**config.mk**
```make
export PLATFORM = sky130hd
export DESIGN_NAME = multicycle_controller
export DESIGN_NICKNAME = d
export VERILOG_FILES = /design/src/rtl/mc_ctrl_pkg.sv /design/src/rtl/aludec.sv /design/src/rtl/multicycle_controller.sv
export SDC_FILE = /design/constraint.sdc
export NUM_CORES = 1
export LEC_CHECK = 0
export ABC_AREA = 1
export BUFFER_PORTS_ARGS = -buffer_cell sky130_fd_sc_hd__buf_2
export CORE_UTILIZATION = 40
export CTS_BUF_LIST = sky130_fd_sc_hd__clkbuf_4 sky130_fd_sc_hd__clkbuf_8
export CTS_CLUSTER_DIAMETER = 100
export DETAILED_ROUTE_END_ITERATION = 8
export PLACE_DENSITY = 0.77
export SYNTH_ARGS = -nofsm -noshare
export SYNTH_HDL_FRONTEND = slang
export SYNTH_SLANG_ARGS = --single-unit
```
**constraint.sdc**
```tcl
create_clock -name clk -period 1.3 [get_ports clk]
set_clock_uncertainty 0.1 [all_clocks]
set_input_delay 0.065 -clock clk [delete_from_list [all_inputs] [get_ports clk]]
set_output_delay 0.065 -clock clk [all_outputs]
set_load 0.02 [all_outputs]
```
**src/rtl/mc_ctrl_pkg.sv**
```systemverilog
// Shared definitions for the multicycle MIPS controller: state encoding, opcodes,
// ALU-op and ALU-control codes. Honours the optional MULTICYCLE_CTRL_BNE_EN macro.
package mc_ctrl_pkg;

  typedef enum logic [3:0] {
    FETCH   = 4'd0,
    DECODE  = 4'd1,
    MEMADR  = 4'd2,
    MEMRD   = 4'd3,
    MEMWB   = 4'd4,
    MEMWR   = 4'd5,
    RTYPEEX = 4'd6,
    RTYPEWB = 4'd7,
    BEQEX   = 4'd8,
    BNEEX   = 4'd9,
    ADDIEX  = 4'd10,
    ADDIWB  = 4'd11,
    JEX     = 4'd12
  } statetype;

  localparam logic [5:0] OP_RTYPE = 6'b000000;
  localparam logic [5:0] OP_LW    = 6'b100011;
  localparam logic [5:0] OP_SW    = 6'b101011;
  localparam logic [5:0] OP_LB    = 6'b100000;
  localparam logic [5:0] OP_SB    = 6'b101000;
  localparam logic [5:0] OP_BEQ   = 6'b000100;
  localparam logic [5:0] OP_BNE   = 6'b000101;
  localparam logic [5:0] OP_ADDI  = 6'b001000;
  localparam logic [5:0] OP_J     = 6'b000010;

  localparam logic [1:0] ALUOP_ADD   = 2'b00;
  localparam logic [1:0] ALUOP_SUB   = 2'b01;
  localparam logic [1:0] ALUOP_FUNCT = 2'b10;

  localparam logic [5:0] FUNCT_ADD = 6'b100000;
  localparam logic [5:0] FUNCT_SUB = 6'b100010;
  localparam logic [5:0] FUNCT_AND = 6'b100100;
  localparam logic [5:0] FUNCT_OR  = 6'b100101;
  localparam logic [5:0] FUNCT_SLT = 6'b101010;

  localparam logic [3:0] ALU_AND = 4'b0000;
  localparam logic [3:0] ALU_OR  = 4'b0001;
  localparam logic [3:0] ALU_ADD = 4'b0010;
  localparam logic [3:0] ALU_SUB = 4'b0110;
  localparam logic [3:0] ALU_SLT = 4'b0111;

  function automatic logic is_byte_op(input logic [5:0] op);
    return (op == OP_LB) || (op == OP_SB);
  endfunction

  function automatic logic is_store_op(input logic [5:0] op);
    return (op == OP_SW) || (op == OP_SB);
  endfunction

  // Must list exactly the opcodes that DECODE dispatches to an execute state.
  function automatic logic op_legal(input logic [5:0] op);
    case (op)
      OP_RTYPE, OP_LW, OP_SW, OP_LB, OP_SB, OP_BEQ, OP_ADDI, OP_J: return 1'b1;
`ifdef MULTICYCLE_CTRL_BNE_EN
      OP_BNE:  return 1'b1;
`else
      OP_BNE:  return 1'b0;
`endif
      default: return 1'b0;
    endcase
  endfunction

endpackage

```
**src/rtl/aludec.sv**
```systemverilog
// ALU decoder: maps the controller's aluop and the R-type funct field onto the
// ALU operation code.
module aludec
  import mc_ctrl_pkg::*;
(
  input  logic [5:0] funct,
  input  logic [1:0] aluop,
  output logic [3:0] alucontrol
);

  // NOTE: every path assigns alucontrol because of this default, so no latch is inferred.
  always_comb begin
    alucontrol = ALU_ADD;
    case (aluop)
      ALUOP_ADD: alucontrol = ALU_ADD;
      ALUOP_SUB: alucontrol = ALU_SUB;
      ALUOP_FUNCT: begin
        case (funct)
          FUNCT_ADD: alucontrol = ALU_ADD;
          FUNCT_SUB: alucontrol = ALU_SUB;
          FUNCT_AND: alucontrol = ALU_AND;
          FUNCT_OR:  alucontrol = ALU_OR;
          FUNCT_SLT: alucontrol = ALU_SLT;
          default:   alucontrol = ALU_ADD;
        endcase
      end
      default: alucontrol = ALU_ADD;
    endcase
  end

endmodule

```
**src/rtl/multicycle_controller.sv**
```systemverilog
// Moore control FSM for the multicycle MIPS datapath (fetch/decode/execute/mem/wb).
// Define MULTICYCLE_CTRL_BNE_EN to add bne support through the BNEEX state.
module multicycle_controller
  import mc_ctrl_pkg::*;
(
  input  logic       clk,
  input  logic       reset,
  input  logic [5:0] op,
  input  logic [5:0] funct,
  input  logic       zero,
  output logic       iord,
  output logic       memwrite,
  output logic       irwrite,
  output logic       regdst,
  output logic       memtoreg,
  output logic       regwrite,
  output logic       alusrca,
  output logic [1:0] alusrcb,
  output logic [1:0] pcsrc,
  output logic       pcen,
  output logic [3:0] alucontrol,
  output logic       byte_enable,
  output logic       illegal_op
);

  statetype   state_q, state_d;
  logic [1:0] aluop;
  logic       pcwrite, branch, take_branch;
  logic       irwrite_raw, memwrite_raw, regwrite_raw, illegal_raw;
`ifdef MULTICYCLE_CTRL_BNE_EN
  logic       branchn;
`endif

  // NOTE: sequential state uses non-blocking assignment so every flop samples pre-edge values.
  always_ff @(posedge clk or posedge reset) begin
    if (reset) state_q <= FETCH;
    else       state_q <= state_d;
  end

  always_comb begin
    state_d = FETCH;
    case (state_q)
      FETCH:  state_d = DECODE;
      DECODE: begin
        case (op)
          OP_LW, OP_SW, OP_LB, OP_SB: state_d = MEMADR;
          OP_RTYPE:                   state_d = RTYPEEX;
          OP_BEQ:                     state_d = BEQEX;
`ifdef MULTICYCLE_CTRL_BNE_EN
          OP_BNE:                     state_d = BNEEX;
`endif
          OP_ADDI:                    state_d = ADDIEX;
          OP_J:                       state_d = JEX;
          default:                    state_d = FETCH;
        endcase
      end
      MEMADR:  state_d = is_store_op(op) ? MEMWR : MEMRD;
      MEMRD:   state_d = MEMWB;
      RTYPEEX: state_d = RTYPEWB;
      ADDIEX:  state_d = ADDIWB;
      default: state_d = FETCH;
    endcase
  end

  always_comb begin
    iord         = 1'b0;
    memwrite_raw = 1'b0;
    irwrite_raw  = 1'b0;
    regdst       = 1'b0;
    memtoreg     = 1'b0;
    regwrite_raw = 1'b0;
    alusrca      = 1'b0;
    alusrcb      = 2'b00;
    pcsrc        = 2'b00;
    aluop        = ALUOP_ADD;
    pcwrite      = 1'b0;
    branch       = 1'b0;
`ifdef MULTICYCLE_CTRL_BNE_EN
    branchn      = 1'b0;
`endif
    illegal_raw  = 1'b0;
    byte_enable  = 1'b0;
    case (state_q)
      FETCH: begin
        alusrcb     = 2'b01;
        irwrite_raw = 1'b1;
        pcwrite     = 1'b1;
      end
      DECODE: begin
        alusrcb     = 2'b11;
        illegal_raw = ~op_legal(op);
      end
      MEMADR: begin
        alusrca     = 1'b1;
        alusrcb     = 2'b10;
        byte_enable = is_byte_op(op);
      end
      MEMRD: begin
        iord        = 1'b1;
        byte_enable = is_byte_op(op);
      end
      MEMWB: begin
        memtoreg     = 1'b1;
        regwrite_raw = 1'b1;
        byte_enable  = is_byte_op(op);
      end
      MEMWR: begin
        iord         = 1'b1;
        memwrite_raw = 1'b1;
        byte_enable  = is_byte_op(op);
      end
      RTYPEEX: begin
        alusrca = 1'b1;
        aluop   = ALUOP_FUNCT;
      end
      RTYPEWB: begin
        regdst       = 1'b1;
        regwrite_raw = 1'b1;
      end
      BEQEX: begin
        alusrca = 1'b1;
        aluop   = ALUOP_SUB;
        pcsrc   = 2'b01;
        branch  = 1'b1;
      end
`ifdef MULTICYCLE_CTRL_BNE_EN
      BNEEX: begin
        alusrca = 1'b1;
        aluop   = ALUOP_SUB;
        pcsrc   = 2'b01;
        branchn = 1'b1;
      end
`endif
      ADDIEX: begin
        alusrca = 1'b1;
        alusrcb = 2'b10;
      end
      ADDIWB: regwrite_raw = 1'b1;
      JEX: begin
        pcsrc   = 2'b10;
        pcwrite = 1'b1;
      end
      default: ;
    endcase
  end

`ifdef MULTICYCLE_CTRL_BNE_EN
  assign take_branch = (branch & zero) | (branchn & ~zero);
`else
  assign take_branch = branch & zero;
`endif

  // State sits in FETCH during reset; mask its write strobes until reset releases.
  assign pcen       = (pcwrite | take_branch) & ~reset;
  assign irwrite    = irwrite_raw  & ~reset;
  assign memwrite   = memwrite_raw & ~reset;
  assign regwrite   = regwrite_raw & ~reset;
  assign illegal_op = illegal_raw  & ~reset;

  aludec u_aludec (
    .funct      (funct),
    .aluop      (aluop),
    .alucontrol (alucontrol)
  );

endmodule

```
==> metrics, run 1 <==
cell at the root of the clock tree=clkbuf_4; Final GP Congestion=0.845; Cell variety after synth=17; Error=[ERROR DPL-0038] Utilization greater than 100%, impossible to legalize; flop and latch count out of synthesis=4; xor and xnor fraction of the mapped netlist area=0%; CTS max path bufs=2; I/O pin count=33; share of the synthesized area in compound gates (AO/OA/AOI/OAI)=7.08%; Sinks on Clock Net=4; dpl cell area=921 um^2; post-synthesis share of cell area spent on full adders, half adders and majority gates=4.42%; worst endpoint after global-route timing repair=alucontrol[0]; number of buffers inserted during clock tree synthesis=3; Yosys warnings=0; worst endpoint pin kind=primary output; outcome=aborted with a tool error; Exit stage=5_1_grt; share of synthesized area occupied by flip-flops and latches=17.7%; share of synthesized area spent on multiplexers=0%; synthesized cell area=566 um^2; starting density of the core=43.5%; site row count=13; CTS H-tree depth=1; Synth Net Count=126; cells after synthesis=109; pin count of the biggest net entering global routing=6; number of input and output port buffers inserted=31; die extent in x=39.6 um; die extent in y=39.6 um; simple logic cell fraction of the synthesized area=52.7%; combinational family with the most area after synthesis=simple AND/OR/NAND/NOR gates; average size of a mapped cell=5.19 um^2; detailed placer's ending HPWL=1.49 mm
-- synth_stat cells (all sizes together) --
| library cell | n | area, um^2 |
|---|---|---|
| ha | 2 | 25.0 |
| nor2 | 19 | 83.8 |
| nand2 | 32 | 120 |
| nand4 | 3 | 18.8 |
| o21ai | 5 | 25.0 |
| dfrtp | 4 | 100 |
| clkbuf | 1 | 5.00 |
| a21oi | 3 | 15.0 |
| nor3 | 4 | 20.0 |
| conb | 1 | 3.75 |
| buf | 1 | 7.51 |
| nand3 | 11 | 55.1 |
| inv | 23 | 86.3 |
-- kinds of logic after synthesis --
logic type / Yosys count
adder cells (fa/ha/maj): 2
AND/OR/NAND/NOR: 69
other: 1
buffers and inverters: 25
AO/OA/AOI/OAI: 8
flip-flops: 4
-- metrics by stage --
step                setup TNS (ns)  hold slack (ns)  cells  worst slack (ns)
floorplan                   -0.202           -0.253    109           -0.0685
detailed placement          -0.828          -0.0123    170            -0.180
global placement            -0.626          0.00463    170            -0.167
CTS                          -3.93           0.0383    184            -0.367
-- timing repair --
item | CTS
setup endpoints to repair | 19
pin swaps | 15
hold endpoints to repair | 4
resized for setup | 55
buffers inserted | 9
hold buffers | 1
==> run 2: changes to the inputs <==
CORE_AREA = 2 2 63 65   (was unset)
CORE_UTILIZATION = unset   (was 40)
CTS_BUF_LIST = unset   (was sky130_fd_sc_hd__clkbuf_4 sky130_fd_sc_hd__clkbuf_8)
CTS_CLUSTER_DIAMETER = unset   (was 100)
DIE_AREA = 0 0 65 67   (was unset)
PLACE_DENSITY = unset   (was 0.77)
PLACE_DENSITY_LB_ADDON = 0.15   (was unset)
clock period = 1.7 ns   (was 1.3 ns; I/O delays follow)
==> run 2 against run 1 <==
Compared with the run above:
- synthesized cell count stayed put
- synthesized area did not move
- the run now ends clean
==> metrics, run 2 <==
Worst Setup Path Type=reg2out; length of the first detailed-routing pass in iterations=4; met1 capacity usage during global routing=9.99%; global-route usage over all layers=8.69%; Hold Path Origin=op[3]; synthesized cell area=566 um^2; vias per cell=4.01; RSZ-0062 raised after global routing=true; Inst Count DP=189; number of buffers inserted during clock tree synthesis=3; die extent in x=65 um; global-route wire length before repair=2.90 mm; worst hold slack after final layout=0.0935 ns; CTS max path bufs=2; number of flip-flops in the largest register=4; GRT met3 Usage=0.845%; total negative slack for setup checks=0 ns; worst slack, placed=0.0824 ns; highest fanout seen on the critical path=4; internal power=0.485 mW; outcome=complete, no violations; highest cell delay on the worst timing path=0.39 ns; count of routing violations after the opening detailed-route iteration=26; Startpoint Class=register; met2 Track Usage GR=14.6%; share of synthesized area occupied by flip-flops and latches=17.7%; part of the power in the clock network=21.6%; CTS H-tree depth=1; Slowest-stage cell, CP=dfrtp_1; layout overhead on the synthesized area=73.0%; Yosys warnings=0; max-capacitance violation count=0; Final GP Congestion=0.814; I/O pin count=33; portion of the clock cycle consumed by the worst path in the final layout=98.9%; core region area=0.00361 mm^2; detailed placer's ending HPWL=1.56 mm; sw frac=47.6%; final routed wire length divided by cell count=9.51 um; launch point of the worst reg-to-reg path=state_q[0]; number of enable-type register cells in the synthesized netlist=0; worst path setup slack after routing=0.0180 ns; die extent in y=67 um; number of input and output port buffers inserted=31; number of standard cells in the final layout excluding fillers=198; Setup crit end=alucontrol[0]; share of final-layout standard cells stronger than drive strength 1=44.7%; fraction of post-synthesis cell area in the top cell type by area=21.2%; start point of the critical path=state_q[1]; Final Hold Vio Count=0; cells after synthesis=109; Hold Crit Class=in2reg; setup violators final=0; CTS tree=yes; top cells by area in the synthesized netlist=nand2_1 (21%), dfrtp_1 (18%), inv_1 (13%); clock-pin transition on the worst setup and hold timing paths=0.03 ns; site row count=22; cell at the root of the clock tree=clkbuf_8; P_leak=0.569 nW; most used standard cells in the synthesized netlist=nand2_1 (32), inv_1 (20), nor2_1 (16); starting density of the core=15.7%; sequential group share of total power=18.1%; worst IR drop on VDD=267 uV; critical register-to-register path endpoint=state_q[2]; fill cell instance count of the final layout=410; register-to-register setup slack=0.45 ns; Cell Pwr Density=946 mW/mm^2; Sinks on Clock Net=4; Biggest register=state_q; GR Overflow Total=0; die area=0.00436 mm^2; part of the total power dissipated in combinational logic=60.3%; clock period minus final worst setup slack=1.68 ns; most congested layer reported by global routing=met2; net count reported at finish=169; initial antenna violation count=0; number of vias after detailed routing=794; average size of a mapped cell=5.19 um^2; leading cell types in the layout, fill and taps excluded=nand2_1 (28), buf_2 (27), inv_1 (16); Cell variety after synth=17; vias in the first global route=737; fin. max-slew vios=0; crit-path most repeated cell=inv_2; pin count of the biggest net entering global routing=8; switching power=0.441 mW; Data required, critical path=1.51 ns; final routed DRC violation total=0; primary flip-flop cell chosen by synthesis mapping=dfrtp_1; upper clock frequency limit=0.595 GHz; critical path data arrival time=1.50 ns; fraction of registers with async set/reset=100%; post-synthesis cell type with the largest combined area=nand2_1; latest clock arrival within the worst-skew pair=0.22 ns; flop and latch count out of synthesis=4; overall routed net length=1.88 mm; most common cell after layout, fill and taps aside=nand2_1; Register-to-Register Path Depth=7; post-route ant nets=0; cells along the critical path=inv_2 > nor2_4 > nand2_4 > inv_2 > ha_4 > nand3_4 > o21ai_2 > buf_6; endpoint kind of the worst setup timing path=output pin; Synth Net Count=126; count of inserted antenna diode cells=0; largest registers in the final layout=state_q x4; cell with the most instances after synthesis=nand2_1
run 2: cell families after synthesis:
| group | share of synthesized area [%] |
|---|---|
| simple gates | 52.7 |
| other cells | 0.663 |
| fa+ha+maj | 4.42 |
| buf+inv | 17.5 |
| compound gates | 7.08 |
| flops | 17.7 |
run 2: final cells by class:
type                       count  area [um^2]  area share [%]
clock buffer                   3         41.3            4.22
multi-input combinational     80          447            45.7
sequential                     4          103            10.5
inverter                      23         88.8            9.08
timing repair buffer          40          239            24.4
tap                           48         60.1            6.14
run 2: critical path, delay by kind of cell (launching register included):
family / cells / cell delay, ns
flops: 1 / 0.39
compound gates: 1 / 0.16
simple gates: 3 / 0.29
fa+ha+maj: 1 / 0.15
buf+inv: 3 / 0.28
run 2: stage by stage:
step,util [%],total power [mW],cell area (um^2)
2_1_floorplan,-,0.455,566
6_report,27.1,0.926,978
3_3_place_gp,21.9,0.638,791
3_5_place_dp,21.9,0.633,791
4_1_cts,24.0,0.865,867
5_1_grt,27.1,0.996,978
run 2: power by group through the flow:
stage	Sequential [mW]	Clock, mW	Combinational, mW
finish	0.167	0.200	0.559
global route	0.171	0.209	0.616
CTS	0.162	0.208	0.496
detailed placement	0.158	0	0.475
global placement	0.158	0	0.480
floorplan	0.137	0	0.318
run 2: worst min-delay path by stage:
stage	end	cells after the start
after floorplan	state_q[0]	1
after global placement	state_q[1]	2
after detailed placement	state_q[1]	2
after CTS	state_q[2]	3
after global routing	state_q[2]	3
final	state_q[2]	3
run 2: per-layer routing:
layer | share of wire [%] | wire (um)
met1 | 45 | 843
met2 | 46 | 857
met3 | 6.5 | 123
met4 | 3.0 | 57
met5 | 0 | 0
run 2: repair_timing:
action,in CTS,in global routing
gates resized for setup,10,22
pin swaps,0,6
setup buffers,1,4
hold endpoints to repair,4,0
gates cloned,0,0
hold buffers,1,0
setup endpoints to repair,4,5
Power figures use the tool's default switching activity.
